**src/rtl/output_aggregator.sv**
```systemverilog
// output_aggregator: collects per-neuron activations for one layer pass and
// feeds them back to the input aggregator. It also tracks the layer index and
// flags the final-layer result as the network output.
//
// Ports:
//   clk                  system clock, rising edge
//   rst                  synchronous active-high reset
//   layer_start          one-cycle pulse that begins a layer pass
//   active               active-neuron mask, latched on layer_start
//   neuron_output        packed activations, slice i = [i*INPUT_SIZE +: INPUT_SIZE]
//   neuron_valid         per-neuron valid for neuron_output
//   layer_output         captured activations (registered)
//   layer_output_valid   per-neuron captured flags (registered)
//   layer                current layer index (registered)
//   network_output_valid one-cycle pulse when layer_output holds the final layer
//   busy                 high while collecting a layer
module output_aggregator #(
  parameter int unsigned LAYER_MAX  = 3,
  parameter int unsigned NUM_NEURON = 6,
  parameter int unsigned INPUT_SIZE = 9
) (
  input  logic                             clk,
  input  logic                             rst,
  input  logic                             layer_start,
  input  logic [NUM_NEURON-1:0]            active,
  input  logic [NUM_NEURON*INPUT_SIZE-1:0] neuron_output,
  input  logic [NUM_NEURON-1:0]            neuron_valid,
  output logic [NUM_NEURON*INPUT_SIZE-1:0] layer_output,
  output logic [NUM_NEURON-1:0]            layer_output_valid,
  output logic [$clog2(LAYER_MAX):0]       layer,
  output logic                             network_output_valid,
  output logic                             busy
);

  localparam int unsigned LAYER_W = $clog2(LAYER_MAX) + 1;

  typedef enum logic {IDLE, COLLECT} state_t;

  state_t                state;
  logic [NUM_NEURON-1:0] mask;
  logic [NUM_NEURON-1:0] cap;
  logic [NUM_NEURON-1:0] next_valid;
  logic                  done;

  // Capture enables and completion, evaluated on the post-capture flags so
  // the last capture edge also ends the layer. A start pulse suppresses capture.
  always_comb begin
    cap = '0;
    if (state == COLLECT && !layer_start) begin
      cap = neuron_valid & mask & ~layer_output_valid;
    end
    next_valid = layer_output_valid | cap;
    done       = ((next_valid & mask) == mask);
  end

  // State, capture registers and layer bookkeeping.
  always_ff @(posedge clk) begin
    if (rst) begin
      state                <= IDLE;
      mask                 <= '0;
      layer_output         <= '0;
      layer_output_valid   <= '0;
      layer                <= '0;
      network_output_valid <= 1'b0;
      busy                 <= 1'b0;
    end else begin
      network_output_valid <= 1'b0;
      if (layer_start) begin
        // Starts (and restarts) keep old data; only the flags are cleared.
        mask               <= active;
        layer_output_valid <= '0;
        state              <= COLLECT;
        busy               <= 1'b1;
      end else if (state == COLLECT) begin
        for (int unsigned i = 0; i < NUM_NEURON; i++) begin
          if (cap[i]) begin
            layer_output[i*INPUT_SIZE +: INPUT_SIZE] <= neuron_output[i*INPUT_SIZE +: INPUT_SIZE];
          end
        end
        layer_output_valid <= next_valid;
        if (done) begin
          state <= IDLE;
          busy  <= 1'b0;
          if (layer == LAYER_W'(LAYER_MAX - 1)) begin
            layer                <= '0;
            network_output_valid <= 1'b1;
          end else begin
            layer <= layer + LAYER_W'(1);
          end
        end
      end
    end
  end

endmodule

```
**config.mk**
```make
export PLATFORM = sky130hd
export DESIGN_NAME = output_aggregator
export DESIGN_NICKNAME = d
export VERILOG_FILES = /design/src/rtl/output_aggregator.sv
export SDC_FILE = /design/constraint.sdc
export NUM_CORES = 1
export LEC_CHECK = 0
export ABC_AREA = 1
export CORE_MARGIN = 2
export CORE_UTILIZATION = 43
export DETAILED_ROUTE_END_ITERATION = 8
export GPL_TIMING_DRIVEN = 1
export HOLD_SLACK_MARGIN = 0.12
export PLACE_DENSITY = 0.9
export SLEW_MARGIN = 20
export SYNTH_ARGS = -nofsm -noshare
export SYNTH_HDL_FRONTEND = slang
export SYNTH_SLANG_ARGS = --single-unit
export TNS_END_PERCENT = 10
```
**constraint.sdc**
```tcl
create_clock -name clk -period 2.7 [get_ports clk]
set_input_delay 0.27 -clock clk [delete_from_list [all_inputs] [get_ports clk]]
set_output_delay 0.27 -clock clk [all_outputs]
set_load 0.1 [all_outputs]
```
Word level (Yosys, flattened, before mapping)
Cells that the tools add are included.
{"block": "totals", "reg_bits": 72, "inputBits": 69, "word_cells": 46}
{"block": "classes", "add_sub_neg": 1, "eq_ne": 2, "n_mux": 9, "n_bitwise": 8, "reduce_logical": 14}
{"operator": "3-bit AND reduction", "n": 7}
{"operator": "6-bit bitwise AND", "n": 3}
{"operator": "1-bit 2-to-1 mux", "n": 7}
{"operator": "6-bit == test", "n": 1}
{"operator": "6-bit 2-to-1 mux", "n": 1}
{"operator": "6-bit NOT", "n": 1}
{"operator": "6-bit bitwise OR", "n": 1}
{"operator": "2-bit nonzero test", "n": 2}
{"operator": "4-bit OR reduction", "n": 1}
{"operator": "3-bit by 1-bit adder with 3-bit output (second input constant)", "n": 1}
{"operator": "3-bit by 2-bit == test with 1-bit output (second input constant)", "n": 1}
{"operator": "3-bit 2-to-1 mux", "n": 1}
{"operator": "1-bit NOT", "n": 3}
{"operator": "2-bit AND reduction", "n": 1}
{"operator": "2-bit OR reduction", "n": 1}
{"operator": "1-bit logical AND", "n": 1}
{"operator": "1-bit zero test", "n": 1}

Depth between registers and ports, before layout
Gate-level depths: netlist (run 1).
{"block": "logic_depth", "word_depth": 9, "ltp_mapped": 9, "depth_no_buf": 9}

Worst setup path after synthesis (run 1)
No wires, ideal clock.
{"block": "synth_timing", "kind": "register to register", "start": "reg layer_output_valid[0]", "end": "reg layer_output_valid[0]", "setup_ns": 0.118, "arrival_time_ns": 1.723, "required_ns": 2.582, "slack_ns": 0.860, "path_stages_with_launch": 7, "path_buffers": 1, "period_less_slack_ns": 1.840, "cell_sequence": "dfxtp_1 nor2_1 nand2_1 buf_2 clkinv_1 o21ai_0 inv_1"}
{"block": "synth_via", "elab_chain_cells": 4}
{"element": "start: declaration", "line": "29", "text": "output logic [NUM_NEURON-1:0] layer_output_valid,"}
{"element": "start signal: assignment", "line": "80", "text": "layer_output_valid <= next_valid;"}
{"element": "6-bit NOT", "line": "50", "text": "cap = neuron_valid & mask & ~layer_output_valid;"}
{"element": "6-bit bitwise AND", "line": "50"}
{"element": "6-bit 2-to-1 mux", "line": "49", "text": "if (state == COLLECT && !layer_start) begin"}
{"element": "6-bit bitwise OR *", "line": "52", "text": "next_valid = layer_output_valid | cap;"}
Mark *: on every way between the ends. The rest lies on a longest branch, timed or not.
A chain may end at the register's enable or synchronous reset.

Final worst setup path (run 1)
{"block": "layout_timing", "start": "in layer_start", "end": "reg layer_output[53]"}
{"block": "layout_via", "elab_chain_cells": 4, "word_cells_on_any_way": 5}
{"element": "start: declaration", "line": "24", "text": "input logic layer_start,"}
{"element": "1-bit zero test", "line": "49"}
{"element": "1-bit logical AND", "line": "49"}
{"element": "6-bit 2-to-1 mux", "line": "49"}
{"element": "3-bit AND reduction (no line) *"}
{"element": "end signal: indexed assignment", "line": "77", "text": "layer_output[i*INPUT_SIZE +: INPUT_SIZE] <= neuron_output[i*INPUT_SIZE +: INPUT_SIZE];"}
{"element": "end: declaration", "line": "28", "text": "output logic [NUM_NEURON*INPUT_SIZE-1:0] layer_output,"}
Marked as above.

==> results of run 1 <==
[tightest hold or removal path, delay by kind of cell (launching register included)]
family | cells | cell delay (ns)
DFF | 1 | 0.31
and+or+nand+nor | 2 | 0.14
[kinds of logic after synthesis]
kind of cell / after synthesis / share of synthesized area (%)
and+or+nand+nor: 165 / 27.65
DFF: 72 / 54.37
AOI/OAI and AO/OA: 71 / 13.40
buffers and inverters: 31 / 4.577
[layer usage]
metal	routed length, um	vias to the layer above
li1	-	1369
met1	2957	1213
met2	3618	108
met3	595	17
met4	129	0
met5	0	-
[per-stage QoR]
step / hold WS [ns] / cells / cell area (um^2) / utilization [%] / setup slack [ns]
global route: 0.5121 / 556 / 4104 / 68.91 / 0.6202
floorplan: 0.3391 / 339 / 2651 / - / 0.8595
finish: 0.4846 / 556 / 4104 / 68.91 / 0.7781
CTS: 0.4911 / 556 / 4104 / 68.91 / 0.8148
detailed placement: 0.4741 / 540 / 3890 / 65.32 / 0.4513
global placement: 0.4613 / 540 / 3890 / 65.32 / 0.5423
[sequential cells by signal, indices dropped and copies added, names as in the netlist]
signal,count
mask,6
layer_output_valid,6
busy,1
state,1
network_output_valid,1
layer_output,54
layer,3
[worst paths after layout]
path              cells after the start                       endpoint              start
setup reg to reg                      7  layer_output[29]$_SDFFE_PP0P_   state$_SDFF_PP0_
hold / removal                        2              busy$_SDFFE_PP0P_  busy$_SDFFE_PP0P_
setup / recovery                      7  layer_output[53]$_SDFFE_PP0P_        layer_start
hold reg to reg                       2              busy$_SDFFE_PP0P_  busy$_SDFFE_PP0P_
[power by group through the flow]
stage / clock network (uW) / registers (uW) / logic, uW
2_1_floorplan: 0 / 1230 / 72.5
3_3_place_gp: 0 / 1120 / 322
3_5_place_dp: 0 / 1120 / 325
4_1_cts: 939 / 1100 / 327
5_1_grt: 995 / 1100 / 346
6_report: 931 / 1100 / 327
[cell usage in the layout (no fill, tap or decap)]
master           netlist  layout
clkinv_1               6       6
clkbuf_8               0      10
and3_1                 1       1
a21oi_1                8       8
nand2_2                3       3
nor2_4                 5       5
clkdlybuf4s50_1        0      68
inv_2                  2       2
nand3_2                1       1
nand4_2                2       2
dfxtp_1               72      72
o21ai_0               63      63
nor3_2                 1       1
buf_4                  1      67
clkbuf_1               6       3
nor2_8                 1       1
inv_1                 14      14
bufinv_16              0       2
clkinv_2               0       1
nand4_1                2       2
nand2_1               11      11
nor2_1               126     126
nand3_1               12      12
[final cells by class]
class	instances	share of cell area [%]
Multi-Input combinational cell	236	26.52
Tap cell	75	2.287
Clock inverter	3	1.585
Timing Repair Buffer	135	28.84
Inverter	22	2.012
Sequential cell	72	35.12
Clock buffer	13	3.628
==> metrics.log, run 1 <==
[metrics] max-slew violation count: 0
[metrics] final routed DRC violation total: 0
[metrics] final RePlAce weighted congestion: 0.8394
[metrics] most common library cells after synthesis: nor2_1, dfxtp_1, o21ai_0
[metrics] Crit Path Class: in -> reg
[metrics] most frequent cell after synthesis: nor2_1
[metrics] initial core utilization: 44.52%
[metrics] antenna diode count: 0
[metrics] largest fanout on the critical path: 10
[metrics] clock-pin slew on the worst setup and hold paths: 0.07 ns
[metrics] number of hold violations in the final report: 0
[metrics] CP peak stage delay: 0.65 ns
[metrics] DPL Wire Length: 5338 um
[metrics] Hold WC Path Type: reg -> reg
[metrics] net switching fraction of the power: 25.29%
[metrics] area taken by multi-input logic gates: 0.001089 mm^2
[metrics] clock root buffer: clkbuf_8
[metrics] worst setup slack for register-to-register paths: 1.08 ns
[metrics] power density over cell area: 574.5 mW/mm^2
[metrics] Die Span Y: 82.52 um
[metrics] DRT antenna net count: 0
[metrics] synth top area cells: dfxtp_1, nor2_1, o21ai_0
[metrics] upper clock frequency limit: 520.3 MHz
[metrics] critical path's top delay family: buffers and inverters
[metrics] cell type with the largest total area after synthesis: dfxtp_1
[metrics] post-synthesis to final-layout area growth: 54.79%
[metrics] Starting DRT DRC Count: 151
[metrics] Std-Cell Rows: 28
[metrics] post-detailed-route via-to-cell ratio: 4.869
[metrics] number of ports placed on the die boundary: 134
[metrics] DRT Pass-1 Iters: 4
[metrics] Yosys top cell area share: 54.37%
[metrics] final-layout fill cell count: 496
[metrics] Worst-Skew Late Latency: 0.34 ns
[metrics] nets: 545
[metrics] portion of total power attributed to sequential cells: 46.7%
[metrics] fraction of final layout cells with drive strength greater than 1: 19.75%
[metrics] post-synth design cell area: 0.002651 mm^2
[metrics] Num CTS Buffers: 9
[metrics] Routed Wire Length: 7301 um
[metrics] Post-CTS Setup Bufs: 0
[metrics] Clock Sinks: 72
[metrics] die width: 82.52 um
[metrics] Net Switching: 596.3 uW
[metrics] ordered list of cells on the worst path: clkdlybuf4s50_1 -> inv_2 -> nand4_2 -> nor2_4 -> clkinv_1 -> nor2_1 -> nor2_1
[metrics] worst slew slack as a fraction of its limit: 65.38%
[metrics] htree depth: 3
[metrics] vias in the first global route: 2604
[metrics] Avg WL per Cell: 13.13 um
[metrics] Internal Power: 1761 uW
[metrics] Distinct cells, synth: 21
[metrics] post-layout min period: 1.922 ns
[metrics] initial antenna violation count: 0
[metrics] cell at the slowest stage of the critical path: clkdlybuf4s50_1
[metrics] largest net degree at the start of global routing: 67
[metrics] Maximum Capacitance Violations: 0
[metrics] sequential cell area fraction in the yosys report: 54.37%
[metrics] met3 GRT Util: 6.087%
[metrics] Critical Path RT: 2.94 ns
[metrics] final cycle utilization of the critical path: 71.18%
[metrics] post-synthesis cell count: 339
[metrics] peak-usage layer in the global routing report: met2
[metrics] startpoint types: input port
[metrics] Core Area: 0.005956 mm^2
[metrics] Worst-Margin Slew: 0.5192 ns
[metrics] asr flop ratio synth: 0%
[metrics] maximum vdd drop: 0.3303 mV
[metrics] grt ovf: 0
[metrics] Mapped Nets: 408
[metrics] Via Count: 2707
[metrics] Synth warnings: 0
[metrics] setup violators final: 0
[metrics] crit path buf inv count: 3
[metrics] number of cells upsized or downsized after cts: 0
[metrics] flip-flop cell with the highest count after synthesis: dfxtp_1
[metrics] result of the run: completed
[metrics] endpoint arrival time on the critical path: 2.16 ns
[metrics] Overall Power: 2358 uW
[metrics] unrepaired setup endpoints after global routing: no
[metrics] total negative setup slack: 0 ns
[metrics] Post-synth EDFFs: 0
[metrics] total track usage: 21.69%
[metrics] post-route clock skew: 0.006025 ns
[metrics] total leakage power: 0.001853 uW
[metrics] Clock Tree Buf Depth: 2
[metrics] combinational group share of total power: 13.9%
[metrics] CP most frequent cell: nor2_1
[metrics] hold buffer count at CTS: 0
[metrics] clock tree from TritonCTS: done
[metrics] number of storage elements in the synthesis netlist: 72
[metrics] floorplan die area: 0.006810 mm^2
[metrics] Clock power frac: 39.5%
[metrics] first-pass GRT wire length: 11200 um
[metrics] flip-flop and latch area: 0.001441 mm^2
[metrics] global-route track usage on met1: 24.25%
[metrics] Setup crit end kind: flop
[metrics] Avg Synthesized Cell Area: 7.821 um^2
[metrics] routing usage on met2: 37.66%
[metrics] number of buffers added on ports: 133
Power figures use the tool's default switching activity.
==> run 2: changes to the inputs <==
--- a/config.mk
+++ b/config.mk
@@ -7,11 +7,11 @@
 export LEC_CHECK = 0
 export ABC_AREA = 1
 export CORE_MARGIN = 2
-export CORE_UTILIZATION = 43
+export CORE_UTILIZATION = 36
 export DETAILED_ROUTE_END_ITERATION = 8
 export GPL_TIMING_DRIVEN = 1
 export HOLD_SLACK_MARGIN = 0.12
-export PLACE_DENSITY = 0.9
+export PLACE_DENSITY = 0.81
 export SLEW_MARGIN = 20
 export SYNTH_ARGS = -nofsm -noshare
 export SYNTH_HDL_FRONTEND = slang
==> constraint.sdc (replaced) <==
create_clock -name clk -period 1.5 [get_ports clk]
set_input_delay 0.15 -clock clk [delete_from_list [all_inputs] [get_ports clk]]
set_output_delay 0.15 -clock clk [all_outputs]
set_load 0.1 [all_outputs]
==> run 2 against run 1 <==
  * Global-route usage decreased by 1.1 points
  * Sequential power increased by 82%
  * Flip-flop and latch count is the same
  * Via count is 3.5% higher
  * Sequential share of layout area shrank 6.7 points
  * Register-to-register slack got worse by 0.98 ns
==> metrics.log, run 2 (synthesized netlist as in run 1, its figures left out) <==
[metrics] initial antenna violation count: 0
[metrics] Setup Slack @ Placement: -0.2971 ns
[metrics] Die Span Y: 89.82 um
[metrics] worst r2r dst: layer[0]$_SDFFE_PP0P_
[metrics] final cycle utilization of the critical path: 93.04%
[metrics] Placement Cell Area: 0.004882 mm^2
[metrics] Post-CTS Setup Bufs: 0
[metrics] vias in the first global route: 2867
[metrics] htree depth: 3
[metrics] fraction of final layout cells with drive strength greater than 1: 25.15%
[metrics] most used cells in the layout excluding fill and tap cells: nor2_1, clkdlybuf4s50_1, buf_12
[metrics] Internal Power: 3196 uW
[metrics] net switching fraction of the power: 25.69%
[metrics] grt ovf: 0
[metrics] total negative setup slack: 0 ns
[metrics] post-synthesis to final-layout area growth: 92.64%
[metrics] Top Registers: layer_output: 54 flops, layer_output_valid: 6 flops, mask: 6 flops
[metrics] Worst-Skew Late Latency: 0.35 ns
[metrics] combinational group share of total power: 15.8%
[metrics] final routed DRC violation total: 0
[metrics] Clock power frac: 37.8%
[metrics] total leakage power: 0.002126 uW
[metrics] first-pass GRT wire length: 13470 um
[metrics] maximum vdd drop: 0.6868 mV
[metrics] floorplan die area: 0.008067 mm^2
[metrics] startpoint types: flop
[metrics] largest fanout on the critical path: 6
[metrics] Overall Power: 4301 uW
[metrics] Critical Path RT: 1.74 ns
[metrics] Via Count: 2802
[metrics] ordered list of cells on the worst path: inv_2 -> nor2_8 -> nand2_2 -> nand3_1 -> nand3_1 -> nor2_4 -> nand2_2 -> nand3_1 -> nand2_1
[metrics] Std-Cell Rows: 31
[metrics] total track usage: 20.61%
[metrics] clock-pin slew on the worst setup and hold paths: 0.08 ns
[metrics] Clock Tree Buf Depth: 2
[metrics] Routed Wire Length: 7931 um
[metrics] final instance area: 0.005107 mm^2
[metrics] Maximum Capacitance Violations: 0
[metrics] cell at the slowest stage of the critical path: dfxtp_4
[metrics] CP peak stage delay: 0.38 ns
[metrics] number of buffers added on ports: 133
[metrics] beginning of the critical path: state$_SDFF_PP0_
[metrics] Setup crit end kind: flop
[metrics] nets: 562
[metrics] Clock Sinks: 72
[metrics] Worst-Margin Slew: 0.3578 ns
[metrics] post-layout min period: 1.396 ns
[metrics] worst slew slack as a fraction of its limit: 76.10%
[metrics] DPL Wire Length: 6152 um
[metrics] DRT Pass-1 Iters: 6
[metrics] max-slew violation count: 0
[metrics] largest net degree at the start of global routing: 39
[metrics] result of the run: completed
[metrics] Setup crit end: layer[0]$_SDFFE_PP0P_
[metrics] initial core utilization: 36.95%
[metrics] largest register by flop count: layer_output
[metrics] final RePlAce weighted congestion: 0.8829
[metrics] clock root buffer: clkbuf_8
[metrics] number of ports placed on the die boundary: 134
[metrics] number of flip-flops in the largest register: 54
[metrics] worst setup slack for register-to-register paths: 0.10 ns
[metrics] number of cells traversed by the worst register-to-register path: 9
[metrics] number of hold violations in the final report: 0
[metrics] die width: 89.82 um
[metrics] Avg WL per Cell: 13.31 um
[metrics] DRT antenna net count: 0
[metrics] Net Switching: 1105 uW
[metrics] power density over cell area: 842.1 mW/mm^2
[metrics] upper clock frequency limit: 716.5 MHz
[metrics] clock tree from TritonCTS: done
[metrics] slack of the critical path: 0.1044 ns
[metrics] Crit Path Class: reg -> reg
[metrics] CP most frequent cell: nand3_1
[metrics] setup violators final: 0
[metrics] final-layout fill cell count: 521
[metrics] portion of total power attributed to sequential cells: 46.4%
[metrics] post-detailed-route via-to-cell ratio: 4.701
[metrics] Hold WC Path Type: in -> reg
[metrics] antenna diode count: 0
[metrics] leading cell type in the layout, fill and taps excluded: nor2_1
[metrics] Num CTS Buffers: 9
[metrics] post-route clock skew: 0.01190 ns
[metrics] Core Area: 0.007176 mm^2
[metrics] reg-to-reg critical path startpoint: state$_SDFF_PP0_
[metrics] endpoint arrival time on the critical path: 1.64 ns
[metrics] Starting DRT DRC Count: 112
==> run 2: changes by cell type in the layout (fill, tap and decap cells not counted), sizes merged <==
cell | previous run | this run
clkinv | 7 | 6
dlymetal6s2s | 0 | 1
clkdlybuf4s50 | 68 | 67
clkinvlp | 0 | 4
clkbuf | 13 | 9
buf | 67 | 84
==> run 2: final cells by class <==
cell class | instances | area [um^2] | area share [%]
Inverter | 22 | 90.09 | 1.764
Tap cell | 99 | 123.9 | 2.425
Sequential cell | 72 | 1454 | 28.47
Timing Repair Buffer | 152 | 2140 | 41.89
Multi-Input combinational cell | 236 | 1091 | 21.36
Clock buffer | 9 | 123.9 | 2.425
Clock inverter | 6 | 85.08 | 1.666
==> run 2: power by group through the flow <==
| stage | Combinational, uW | Sequential (uW) | Clock (uW) |
|---|---|---|---|
| 6_report | 679 | 2000 | 1630 |
| 5_1_grt | 718 | 2000 | 1760 |
| 4_1_cts | 681 | 2000 | 1680 |
| 3_5_place_dp | 679 | 2040 | 0 |
| 3_3_place_gp | 668 | 2040 | 0 |
| 2_1_floorplan | 130 | 2220 | 0 |
==> run 2: worst min-delay path by stage <==
stage | start | slack [ns] | to | cells after the start
2_1_floorplan | rst | 0.22 | state$_SDFF_PP0_ | 1
3_3_place_gp | layer_output_valid[1]$_SDFFE_PP0P_ | 0.50 | layer_output_valid[1]$_SDFFE_PP0P_ | 2
3_5_place_dp | busy$_SDFFE_PP0P_ | 0.50 | busy$_SDFFE_PP0P_ | 2
4_1_cts | neuron_output[24] | 0.35 | layer_output[24]$_SDFFE_PP0P_ | 3
5_1_grt | neuron_output[24] | 0.37 | layer_output[24]$_SDFFE_PP0P_ | 3
6_report | neuron_output[24] | 0.37 | layer_output[24]$_SDFFE_PP0P_ | 3
==> run 2: routing by layer <==
layer,global-route usage [%],share of wire [%]
met1,22.22,39
met2,36.55,51
met3,8.969,8.3
met4,6.282,1.3
met5,0,0
==> run 2: repair_timing <==
item	4_1_cts	5_1_grt
gates resized for setup	0	6
endpoints found under the setup margin	0	28
hold buffers	0	0
==> run 2: per-stage QoR <==
stage / hold WS (ns) / utilization [%] / cells
global route: 0.3725 / 71.18 / 596
detailed placement: 0.5007 / 68.04 / 581
finish: 0.3750 / 71.18 / 596
floorplan: 0.2191 / - / 339
global placement: 0.4996 / 68.04 / 581
CTS: 0.3515 / 70.95 / 596
==> run 2: worst max-delay path, delay by kind of cell (launching register included) <==
kind          cells  cell delay, ns
flops             1            0.38
buf+inv           1            0.06
simple gates      8            0.85
